$ cat config.mk
export PLATFORM = sky130hd
export DESIGN_NAME = stream_array_reader_flat
export DESIGN_NICKNAME = d
export VERILOG_FILES = /design/src/rtl/stream_array_reader_if.sv /design/src/rtl/stream_array_reader.sv /design/src/flat_wrapper.sv
export SDC_FILE = /design/constraint.sdc
export NUM_CORES = 1
export LEC_CHECK = 0
export ABC_AREA = 1
export CAP_MARGIN = 20
export CORE_MARGIN = 1
export CORE_UTILIZATION = 45
export DETAILED_ROUTE_END_ITERATION = 12
export PLACE_DENSITY = 0.9
export SLEW_MARGIN = 15
export SYNTH_ARGS = -nofsm -noshare
export SYNTH_HDL_FRONTEND = slang
export SYNTH_SLANG_ARGS = --single-unit
$ cat constraint.sdc
create_clock -name clk -period 2.24 [get_ports clk]
set_clock_uncertainty 0.05 [all_clocks]
set_input_delay 0.448 -clock clk [delete_from_list [all_inputs] [get_ports clk]]
set_output_delay 0.448 -clock clk [all_outputs]
set_load 0.05 [all_outputs]
$ cat src/rtl/stream_array_reader_if.sv
// Handshake bundle for stream_array_reader: read-address, read-data and output streams.
// The master modport is the reader itself; the slave modport is its environment.
interface stream_array_reader_if #(
    parameter int AW = 4,
    parameter int DW = 32
) ();
    logic [DW-1:0] ra;
    logic          ra_valid;
    logic          ra_ready;
    logic [DW-1:0] rd;
    logic          rd_valid;
    logic          rd_ready;
    logic [DW-2:0] out;
    logic [AW-1:0] out_addr;
    logic          out_valid;
    logic          out_ready;

    modport master (
        output ra, ra_valid, rd_ready, out, out_addr, out_valid,
        input  ra_ready, rd, rd_valid, out_ready
    );

    modport slave (
        input  ra, ra_valid, rd_ready, out, out_addr, out_valid,
        output ra_ready, rd, rd_valid, out_ready
    );
endinterface

$ cat src/rtl/stream_array_reader.sv
// Read-side sequencer: sweeps addresses 0..count-1, re-issues on invalid words, forwards valid ones.
// Optional STREAM_ARRAY_READER_STATS_EN adds max_wait / max_wait_addr wait-time statistics.
module stream_array_reader #(
    parameter int N         = 16,
    parameter int AW        = 4,
    parameter int DW        = 32,
    parameter int RETRY_GAP = 1,
    parameter int MAX_RETRY = 255
) (
    input  logic                  clk,
    input  logic                  rst,
    input  logic                  start,
    input  logic [AW:0]           count,
    stream_array_reader_if.master bus,
    output logic                  busy,
    output logic                  done,
    output logic                  err
`ifdef STREAM_ARRAY_READER_STATS_EN
    ,
    output logic [15:0]           max_wait,
    output logic [AW-1:0]         max_wait_addr
`endif
);
    localparam int RW = (MAX_RETRY > 1) ? $clog2(MAX_RETRY + 1) : 1;
    localparam int GW = (RETRY_GAP > 1) ? $clog2(RETRY_GAP) : 1;
    localparam logic [GW-1:0] GAP_LAST = GW'((RETRY_GAP > 0) ? RETRY_GAP - 1 : 0);

    typedef enum logic [2:0] {IDLE, ISSUE, WAIT, GAP, EMIT, DONE} state_t;

    state_t        state_reg;
    logic [AW-1:0] addr_reg;
    logic [AW:0]   cnt_reg;
    logic [RW-1:0] retry_reg;
    logic [GW-1:0] gap_reg;
    logic          ra_valid_reg;
    logic          out_valid_reg;
    logic [DW-2:0] out_reg;
    logic [AW-1:0] out_addr_reg;
    logic          busy_reg;
    logic          done_reg;
    logic          err_reg;

    logic [AW:0]   count_clamped;
    logic [RW-1:0] retry_next;
    logic          retry_hit;
    logic          last_addr;
    logic          start_ok;

    assign count_clamped = (count > (AW+1)'(N)) ? (AW+1)'(N) : count;
    assign retry_next    = retry_reg + 1'b1;
    assign retry_hit     = (retry_next == RW'(MAX_RETRY));
    assign last_addr     = (({1'b0, addr_reg} + (AW+1)'(1)) == cnt_reg);
    assign start_ok      = start && ((state_reg == IDLE) || (state_reg == DONE));

    always_ff @(posedge clk or posedge rst) begin
        if (rst) begin
            state_reg     <= IDLE;
            addr_reg      <= '0;
            cnt_reg       <= '0;
            retry_reg     <= '0;
            gap_reg       <= '0;
            ra_valid_reg  <= 1'b0;
            out_valid_reg <= 1'b0;
            out_reg       <= '0;
            out_addr_reg  <= '0;
            busy_reg      <= 1'b0;
            done_reg      <= 1'b0;
            err_reg       <= 1'b0;
        end else begin
            case (state_reg)
                IDLE, DONE: begin
                    if (start) begin
                        cnt_reg   <= count_clamped;
                        addr_reg  <= '0;
                        retry_reg <= '0;
                        err_reg   <= 1'b0;
                        if (count_clamped == '0) begin
                            state_reg <= DONE;
                            done_reg  <= 1'b1;
                        end else begin
                            state_reg    <= ISSUE;
                            ra_valid_reg <= 1'b1;
                            busy_reg     <= 1'b1;
                            done_reg     <= 1'b0;
                        end
                    end
                end
                ISSUE: begin
                    if (bus.ra_ready) begin
                        ra_valid_reg <= 1'b0;
                        state_reg    <= WAIT;
                    end
                end
                WAIT: begin
                    if (bus.rd_valid) begin
                        if (bus.rd[DW-1]) begin
                            out_reg       <= bus.rd[DW-2:0];
                            out_addr_reg  <= addr_reg;
                            out_valid_reg <= 1'b1;
                            state_reg     <= EMIT;
                        end else begin
                            retry_reg <= retry_next;
                            if (retry_hit) begin
                                err_reg   <= 1'b1;
                                done_reg  <= 1'b1;
                                busy_reg  <= 1'b0;
                                state_reg <= DONE;
                            end else if (RETRY_GAP == 0) begin
                                ra_valid_reg <= 1'b1;
                                state_reg    <= ISSUE;
                            end else begin
                                gap_reg   <= '0;
                                state_reg <= GAP;
                            end
                        end
                    end
                end
                GAP: begin
                    if (gap_reg == GAP_LAST) begin
                        ra_valid_reg <= 1'b1;
                        state_reg    <= ISSUE;
                    end else begin
                        gap_reg <= gap_reg + 1'b1;
                    end
                end
                EMIT: begin
                    if (bus.out_ready) begin
                        out_valid_reg <= 1'b0;
                        retry_reg     <= '0;
                        if (last_addr) begin
                            done_reg  <= 1'b1;
                            busy_reg  <= 1'b0;
                            state_reg <= DONE;
                        end else begin
                            addr_reg     <= addr_reg + 1'b1;
                            ra_valid_reg <= 1'b1;
                            state_reg    <= ISSUE;
                        end
                    end
                end
                default: state_reg <= IDLE;
            endcase
        end
    end

    assign bus.ra        = DW'(addr_reg);
    assign bus.ra_valid  = ra_valid_reg;
    assign bus.rd_ready  = (state_reg == WAIT);
    assign bus.out       = out_reg;
    assign bus.out_addr  = out_addr_reg;
    assign bus.out_valid = out_valid_reg;
    assign busy          = busy_reg;
    assign done          = done_reg;
    assign err           = err_reg;

`ifdef STREAM_ARRAY_READER_STATS_EN
    // Per-address wait counter; folded into the maximum when the address leaves WAIT for good.
    logic [15:0]   wait_reg;
    logic [15:0]   max_wait_reg;
    logic [AW-1:0] max_addr_reg;
    logic [15:0]   wait_now;
    logic          wait_exit;

    assign wait_now  = (wait_reg == 16'hFFFF) ? wait_reg : wait_reg + 16'd1;
    assign wait_exit = (state_reg == WAIT) && bus.rd_valid && (bus.rd[DW-1] || retry_hit);

    always_ff @(posedge clk or posedge rst) begin
        if (rst) begin
            wait_reg     <= '0;
            max_wait_reg <= '0;
            max_addr_reg <= '0;
        end else if (start_ok) begin
            wait_reg     <= '0;
            max_wait_reg <= '0;
            max_addr_reg <= '0;
        end else if (wait_exit) begin
            wait_reg <= '0;
            if (wait_now > max_wait_reg) begin
                max_wait_reg <= wait_now;
                max_addr_reg <= addr_reg;
            end
        end else if ((state_reg == ISSUE) || (state_reg == WAIT) || (state_reg == GAP)) begin
            wait_reg <= wait_now;
        end
    end

    assign max_wait      = max_wait_reg;
    assign max_wait_addr = max_addr_reg;
`else
    logic unused_start_ok;
    assign unused_start_ok = start_ok;
`endif
endmodule

$ cat src/flat_wrapper.sv
// flat-port wrapper written by rule: the top's interface ports become plain ports
module stream_array_reader_flat 
#(
    parameter int N         = 16,
    parameter int AW        = 4,
    parameter int DW        = 32,
    parameter int RETRY_GAP = 1,
    parameter int MAX_RETRY = 255
)
  (clk, rst, start, count, busy, done, err, bus_ra, bus_ra_valid, bus_rd_ready, bus_out, bus_out_addr, bus_out_valid, bus_ra_ready, bus_rd, bus_rd_valid, bus_out_ready);
  stream_array_reader_if #(.AW(AW), .DW(DW)) bus_i ();
  input  logic clk;
  input  logic rst;
  input  logic start;
  input  logic [AW:0] count;
  output logic busy;
  output logic done;
  output logic err;
  output wire logic [$bits(bus_i.ra)-1:0] bus_ra;
  output wire logic [$bits(bus_i.ra_valid)-1:0] bus_ra_valid;
  output wire logic [$bits(bus_i.rd_ready)-1:0] bus_rd_ready;
  output wire logic [$bits(bus_i.out)-1:0] bus_out;
  output wire logic [$bits(bus_i.out_addr)-1:0] bus_out_addr;
  output wire logic [$bits(bus_i.out_valid)-1:0] bus_out_valid;
  input wire logic [$bits(bus_i.ra_ready)-1:0] bus_ra_ready;
  input wire logic [$bits(bus_i.rd)-1:0] bus_rd;
  input wire logic [$bits(bus_i.rd_valid)-1:0] bus_rd_valid;
  input wire logic [$bits(bus_i.out_ready)-1:0] bus_out_ready;
  assign bus_ra = bus_i.ra;
  assign bus_ra_valid = bus_i.ra_valid;
  assign bus_rd_ready = bus_i.rd_ready;
  assign bus_out = bus_i.out;
  assign bus_out_addr = bus_i.out_addr;
  assign bus_out_valid = bus_i.out_valid;
  assign bus_i.ra_ready = bus_ra_ready;
  assign bus_i.rd = bus_rd;
  assign bus_i.rd_valid = bus_rd_valid;
  assign bus_i.out_ready = bus_out_ready;
  stream_array_reader #(.N(N), .AW(AW), .DW(DW), .RETRY_GAP(RETRY_GAP), .MAX_RETRY(MAX_RETRY)) u_core (.clk(clk), .rst(rst), .start(start), .count(count), .bus(bus_i), .busy(busy), .done(done), .err(err));
endmodule
==> impl_results.md, run 1 <==
- Pwr dens: 1380 mW/mm^2
- Number of hold buffers added after cts: 0
- Reg2reg end: u_core.addr_reg[3]$_DFFE_PP0P_
- Row count: 30
- Post-synth EDFFs: 0
- Clock Latency Late Sink: about 0.33 ns
- Top-count cell post-synth: nand2_1
- Max reg flops: 31
- Cell area after synthesis: 0.00322 mm^2
- CP arrival: 1.61 ns
- Top cell type's share of synthesized area: 46.7%
- Total clock sinks: 60
- CP Depth: 1
- Final setup violation count: 0
- Initial Util: between 40% and 50%
- Fin util: 62.4%
- Post-Place Worst Slack: ~0.25 ns
- Seq/Total Area, Yosys: 46.7%
- Clock root cell: clkbuf_8
- FF-to-FF Start: u_core.addr_reg[0]$_DFFE_PP0P_
- FF+latch count, synth: 60
- Synth warn: 0
- Max Cap Viol: 0
- Max Freq: between 400 and 500 MHz
- Post-Synth Adder-Cell Area: 1.17%
- Worst path max stage delay: 0.84 ns
- VDD IR max: around 0.81 mV
- Port Buf Inserts: a little under 90
- Area after DPL: 0.00409 mm^2
- Fin area: about 0.0043 mm^2
- Die Height: 86.5 um
- Clock-pin transition on the worst setup and hold timing paths: approximately 0.07 ns
- Vias/cell: ~4.7
- Grt total ovfl: 0
- Nets: 489
- R2R depth: 13
- # DRC: 0
- H-tree levels: 3
- Req. time, crit path: 1.74 ns
- Post-synthesis mux area share: between 10% and 20%
- Largest net degree at the start of global routing: 40
- Clk buf depth: 2
- Tmin final: 2.11 ns
- Worst setup path endpoint: bus_ra[3]
- Setup_tns: 0 ns
- Syn avg cell area: 9.21 um^2
- Complex-gate fraction of the synthesized area: 4.63%
- Initial antenna violation count: 0
- Ant diodes: 0
- Delay-heaviest family, CP: buffers and inverters
- GRT Resource Usage Total: 19.5%
- Fin. Hold Viols: 0
- Post-Synth XOR/XNOR Area: 0.545%
- Ranking of synthesized cells by area: dfrtp_1 (47%), nand2_1 (9.1%), mux2_4 (7.0%)
- Area leader, netlist: dfrtp_1
- Post-synth cell types: 29
- Core ar.: 0.00683 mm^2
- Placed Cells: 528
- Worst hold path class: input pin to async pin
- Setup slack after layout: 0.133 ns
- Io pins: approximately 120
- CP Launch Point: u_core.addr_reg[3]$_DFFE_PP0P_
- Critical path capture point type: primary output
- Share of cells above drive strength 1: 15.0%
- Global-route wire length before repair: between 10000 and 15000 um
- Area of the multi-input gates: ~0.0014 mm^2
- Sequential cell area: approximately 0.0015 mm^2
- Final period utilization: 94.1%
- Via count: 2571
- Crit path max-delay cell type: clkdlybuf4s50_1
- HPWL after DPL: 5090 um
- Worst path cell trace: clkdlybuf4s50_1
- CP Class: flop to primary output
- Startpoint Class: flop
- Clock buffer count from CTS: 9
- RSZ-0062 raised after global routing: false
- Post-Route WL: 6840 um
- Status: finished, final reports clean
- Synth cell count leaders: nand2_1 (78), dfrtp_1 (60), inv_1 (42)
- Non-filler cells, final: roughly 540
- Hold_ws: 0.411 ns
- Leakage power: 2.08 nW
- Chip width: about 87 um
- Die area: 0.00749 mm^2
- Iter 0 DRT Violations: 112
- Async SR Flop Fraction: 100%
- R2R Setup Slk: ~0.2 ns
- Relative slew slack: between 60% and 70%
- Power Total: 5.91 mW
- Synth Area in Simple Gates: 20.4%
- Filler Cells Inserted: 563
- DR WL/cell: 12.6 um
- Synth Instances: 349
- Vias in the first global route: 2509
- Max-slew violations: 0
- Main combinational cell family by area after synthesis: simple AND/OR/NAND/NOR gates
- Worst path bufs/invs: 1
- GPL Wtd Cong: 0.941
- CTS tree: built
- Area growth syn-to-layout: 32.6%
- Ys flop type: dfrtp_1
- DRT antenna net count: 0
- DRT Pass-1 Iters: 4
- Worst-path maximum fanout: 6
- Slew @ Worst Pin: 0.522 ns
==> layout by cell type (no fill, tap or decap), drive strengths merged <==
cell type,Yosys,final
a211oi,1,1
a21oi,3,3
buf,33,3
clkbuf,0,9
clkdlybuf4s50,0,84
clkinv,0,5
clkinvlp,0,2
conb,1,28
dfrtp,60,60
dlymetal6s2s,0,2
ha,3,3
inv,44,44
mux2,33,33
nand2,82,82
nand3,26,26
nand4,5,5
nor2,32,32
nor3,1,1
o21ai,15,15
o21bai,1,1
o22ai,7,7
xnor2,1,1
xor2,1,1
==> per-layer routing <==
metal | share of wire, % | routed length (um) | GRT usage [%]
met3 | 6.6 | 448 | 5.62
met5 | 0 | 0 | 0
met2 | 52 | 3540 | 34.7
met4 | 0.78 | 53 | 5.61
met1 | 41 | 2790 | 22.9
==> cell families (layout without fill, tap and decap cells) <==
| family | after synthesis | after routing |
|---|---|---|
| adder cells (fa/ha/maj) | 3 | 3 |
| AO/OA/AOI/OAI | 27 | 27 |
| flip-flops | 60 | 60 |
| AND/OR/NAND/NOR | 146 | 146 |
| other | 1 | 28 |
| buffers and inverters | 77 | 149 |
| XOR/XNOR | 2 | 2 |
| multiplexers | 33 | 33 |
==> cell type report <==
class | instances | share of cell area (%)
clock buffer | 9 | 2.90
clock inverter | 7 | 1.03
inverter | 44 | 3.93
multi-input combinational | 239 | 32.7
sequential | 60 | 35.2
tap | 96 | 2.82
timing repair buffer | 89 | 21.4
==> repair_timing <==
action,4_1_cts,5_1_grt
endpoints found under the setup margin,0,2
gates resized for setup,0,2
buffers inserted,0,0
==> how the worst min path moves through the flow <==
stage / startpoint / to / depth (start not counted)
2_1_floorplan: u_core.cnt_reg[4]$_DFFE_PP0P_ / u_core.cnt_reg[4]$_DFFE_PP0P_ / 2
3_3_place_gp: u_core.busy$_DFFE_PP0P_ / u_core.busy$_DFFE_PP0P_ / 2
3_5_place_dp: u_core.busy$_DFFE_PP0P_ / u_core.busy$_DFFE_PP0P_ / 2
4_1_cts: rst / u_core.bus.out[19]$_DFFE_PP0P_ / 2
5_1_grt: u_core.busy$_DFFE_PP0P_ / u_core.busy$_DFFE_PP0P_ / 2
6_report: rst / u_core.bus.out[21]$_DFFE_PP0P_ / 2
==> power breakdown <==
group | switching [mW] | internal [mW] | leakage (nW)
Clock | 0.429 | 0.394 | 0.0848
Sequential | 0.255 | 1.50 | 0.766
Combinational | 2.16 | 1.17 | 1.23
Total | 2.84 | 3.06 | 2.08
Power figures use the tool's default switching activity.
==> run 2, diff against run 1 <==
--- a/config.mk
+++ b/config.mk
@@ -15,3 +15,4 @@
 export SYNTH_ARGS = -nofsm -noshare
 export SYNTH_HDL_FRONTEND = slang
 export SYNTH_SLANG_ARGS = --single-unit
+export TNS_END_PERCENT = 10
==> constraint.sdc (replaced) <==
create_clock -name clk -period 2.35 [get_ports clk]
set_clock_uncertainty 0.05 [all_clocks]
set_input_delay 0.47 -clock clk [delete_from_list [all_inputs] [get_ports clk]]
set_output_delay 0.47 -clock clk [all_outputs]
set_load 0.05 [all_outputs]
==> run 2 against run 1 <==
Sequential share of layout area barely moved. Critical endpoint is now bus_ra[2]. Highest routed layer unchanged. Final cell count did not move. Via count fell by 1.9%. Critical path type unchanged. Critical path depth did not move. Core utilization barely moved.
==> impl_results.md, run 2 (synthesis results as in run 1) <==
- Max Freq: 446 MHz
- Die area: 0.00749 mm^2 (unchanged)
- Postcts setup bufs: 0 (unchanged)
- Clock root cell: clkbuf_8 (unchanged)
- Initial Util: 47.1% (unchanged)
- DR WL/cell: 12.1 um (was 12.6 um)
- GPL Wtd Cong: 0.886 (was 0.941)
- Io pins: 116 (unchanged)
- RSZ-0062 raised after global routing: false (unchanged)
- Port Buf Inserts: 87 (unchanged)
- Clock buffer count from CTS: 9 (unchanged)
- CP Class: flop to primary output (unchanged)
- Max reg flops: 31 (unchanged)
- Core ar.: 0.00683 mm^2 (unchanged)
- Final period utilization: 95.5%
- Max-slew violations: 0 (unchanged)
- Pwr dens: 1320 mW/mm^2 (was 1380 mW/mm^2)
- Critical path capture point type: primary output (unchanged)
- Crit path max-delay cell type: clkdlybuf4s50_1 (unchanged)
- Fin util: 62.5% (was 62.4%)
- VDD IR max: 0.854 mV (was 0.814 mV)
- DRT Pass-1 Iters: 4 (unchanged)
- Clock-pin transition on the worst setup and hold timing paths: 0.08 ns (was 0.07 ns)
- Slew @ Worst Pin: 0.522 ns (about the same)
- HPWL after DPL: 5080 um (was 5090 um)
- DRT antenna net count: 0 (unchanged)
- CP arrival: 1.72 ns (was 1.61 ns)
- Relative slew slack: 65.1% (about the same)
- Post-Route WL: 6600 um (was 6840 um)
- Global-route wire length before repair: 10800 um (was 11300 um)
- Max Cap Viol: 0 (unchanged)
- Worst-path maximum fanout: 9 (was 6)
- Row count: 30 (unchanged)
- Commonest non-fill, non-tap cell in the layout: clkdlybuf4s50_1 (unchanged)
- Grt total ovfl: 0 (unchanged)
- Clock Latency Late Sink: 0.33 ns (about the same)
- Initial antenna violation count: 0 (unchanged)
- Vias in the first global route: 2347 (was 2509)
- Post-CTS Resized: 0 (unchanged)
- Fin. Hold Viols: 0 (unchanged)
- Startpoint Class: flop (unchanged)
- Die Height: 86.5 um (unchanged)
- Commonest non-fill, non-tap cells in the layout: clkdlybuf4s50_1 (86), nand2_1 (77), dfrtp_1 (60) (was clkdlybuf4s50_1 (84), nand2_1 (77), dfrtp_1 (60))
- Final setup violation count: 0 (unchanged)
- Delay-heaviest family, CP: buffers and inverters (unchanged)
- Req. time, crit path: 1.83 ns (was 1.74 ns)
- Power Total: 5.64 mW (was 5.91 mW)
- H-tree levels: 3 (unchanged)
- Worst path bufs/invs: 1 (unchanged)
- Worst path cell trace: clkdlybuf4s50_1 (unchanged)
- Nets: 489 (unchanged)
- Largest net degree at the start of global routing: 40 (unchanged)
- Total clock sinks: 60 (unchanged)
- GRT Resource Usage Total: 18.8% (was 19.5%)
- Clk buf depth: 2 (unchanged)
- Tmin final: roughly 2.2 ns
- Worst path max stage delay: 0.87 ns (was 0.84 ns)
- Leakage power: 2.05 nW (was 2.08 nW)
- CTS tree: built (unchanged)
- Filler Cells Inserted: 588 (was 563)
- # DRC: 0 (unchanged)
- Worst hold path class: input pin to async pin (unchanged)
- Chip width: 86.5 um (unchanged)
- Share of cells above drive strength 1: 15.0% (unchanged)
- Number of hold buffers added after cts: 0 (unchanged)
- Area growth syn-to-layout: 32.7% (was 32.6%)
- Setup_tns: 0 ns (unchanged)
- Iter 0 DRT Violations: 73 (was 112)
- Via count: 2522 (was 2571)
- Ant diodes: 0 (unchanged)
- Status: finished, final reports clean (unchanged)
- Vias/cell: 4.64 (was 4.73)
run 2: cell count changes in the layout (fill, tap and decap cells not counted), sizes merged:
cell	change
clkdlybuf4s50	+2
clkinv	-2
inv	+2
dlymetal6s2s	-2
run 2: area by class of cell:
cell class | count | area (um^2) | area share [%]
flip-flops and latches | 60 | 1500 | 35.2
multi-input cells | 239 | 1390 | 32.7
repair buffers | 89 | 908 | 21.3
inverters | 44 | 168 | 3.93
clock buffers | 9 | 124 | 2.90
well taps | 96 | 120 | 2.82
clock inverters | 7 | 51.3 | 1.20
run 2: path summary, 6_finish.rpt:
kind | start | cells after the start | end | slack [ns]
max in group asynchronous | rst | 3 | u_core.addr_reg[2]$_DFFE_PP0P_ | 1.24
min in group clk | u_core.bus.out_addr[3]$_DFFE_PP0P_ | 2 | u_core.bus.out_addr[3]$_DFFE_PP0P_ | 0.44
min | rst | 2 | u_core.bus.out[19]$_DFFE_PP0P_ | 0.44
max reg2reg | u_core.addr_reg[0]$_DFFE_PP0P_ | 13 | u_core.addr_reg[2]$_DFFE_PP0P_ | 0.29
min reg2reg | u_core.bus.out_addr[3]$_DFFE_PP0P_ | 2 | u_core.bus.out_addr[3]$_DFFE_PP0P_ | 0.44
max | u_core.addr_reg[2]$_DFFE_PP0P_ | 1 | bus_ra[2] | 0.11
run 2: through the flow:
| step | cell area (um^2) | cells | setup WS [ns] | hold WS, ns |
|---|---|---|---|---|
| 6_report | 4270 | 544 | 0.106 | 0.436 |
| 5_1_grt | 4270 | 544 | 0.0438 | 0.468 |
| 4_1_cts | 4270 | 544 | 0.0938 | 0.437 |
| 3_5_place_dp | 4090 | 528 | 0.337 | 0.427 |
| 3_3_place_gp | 4090 | 528 | 0.381 | 0.430 |
| 2_1_floorplan | 3320 | 376 | 0.344 | 0.457 |
run 2: metal layers:
metal	up-vias	part of all wire, %	track usage, %
met3	6	5.6	6.00
met2	79	51	32.0
met1	1183	43	23.0
met5	-	0	0
li1	1254	-	-
met4	0	0.56	4.85
run 2: report_power, final:
group / total, mW / switching [mW] / internal (mW)
registers: 1.66 / 0.233 / 1.43
clock network: 0.806 / 0.419 / 0.386
logic: 3.17 / 2.05 / 1.12
total: 5.64 / 2.71 / 2.93
run 2: worst reg2reg max path: stages (launching register included):
cell and delay, ns:
dfrtp_1 0.48, ha_1 0.35, inv_1 0.06, nand2_1 0.05, nand2_1 0.05, nor2_1 0.09
nand3_1 0.07, nor2_1 0.16, nand2_1 0.07, nand2_1 0.18, nand2_2 0.11, nand2_1 0.14
nand2_1 0.08, nand2_1 0.06
==> run 3, diff against run 2 <==
--- a/config.mk
+++ b/config.mk
@@ -11,6 +11,7 @@
 export CORE_UTILIZATION = 45
 export DETAILED_ROUTE_END_ITERATION = 12
 export PLACE_DENSITY = 0.9
+export SKIP_CTS_REPAIR_TIMING = 1
 export SLEW_MARGIN = 15
 export SYNTH_ARGS = -nofsm -noshare
 export SYNTH_HDL_FRONTEND = slang
==> results of run 3 <==
Same layout as run 2: the final DEF is identical, and so are final timing and power.
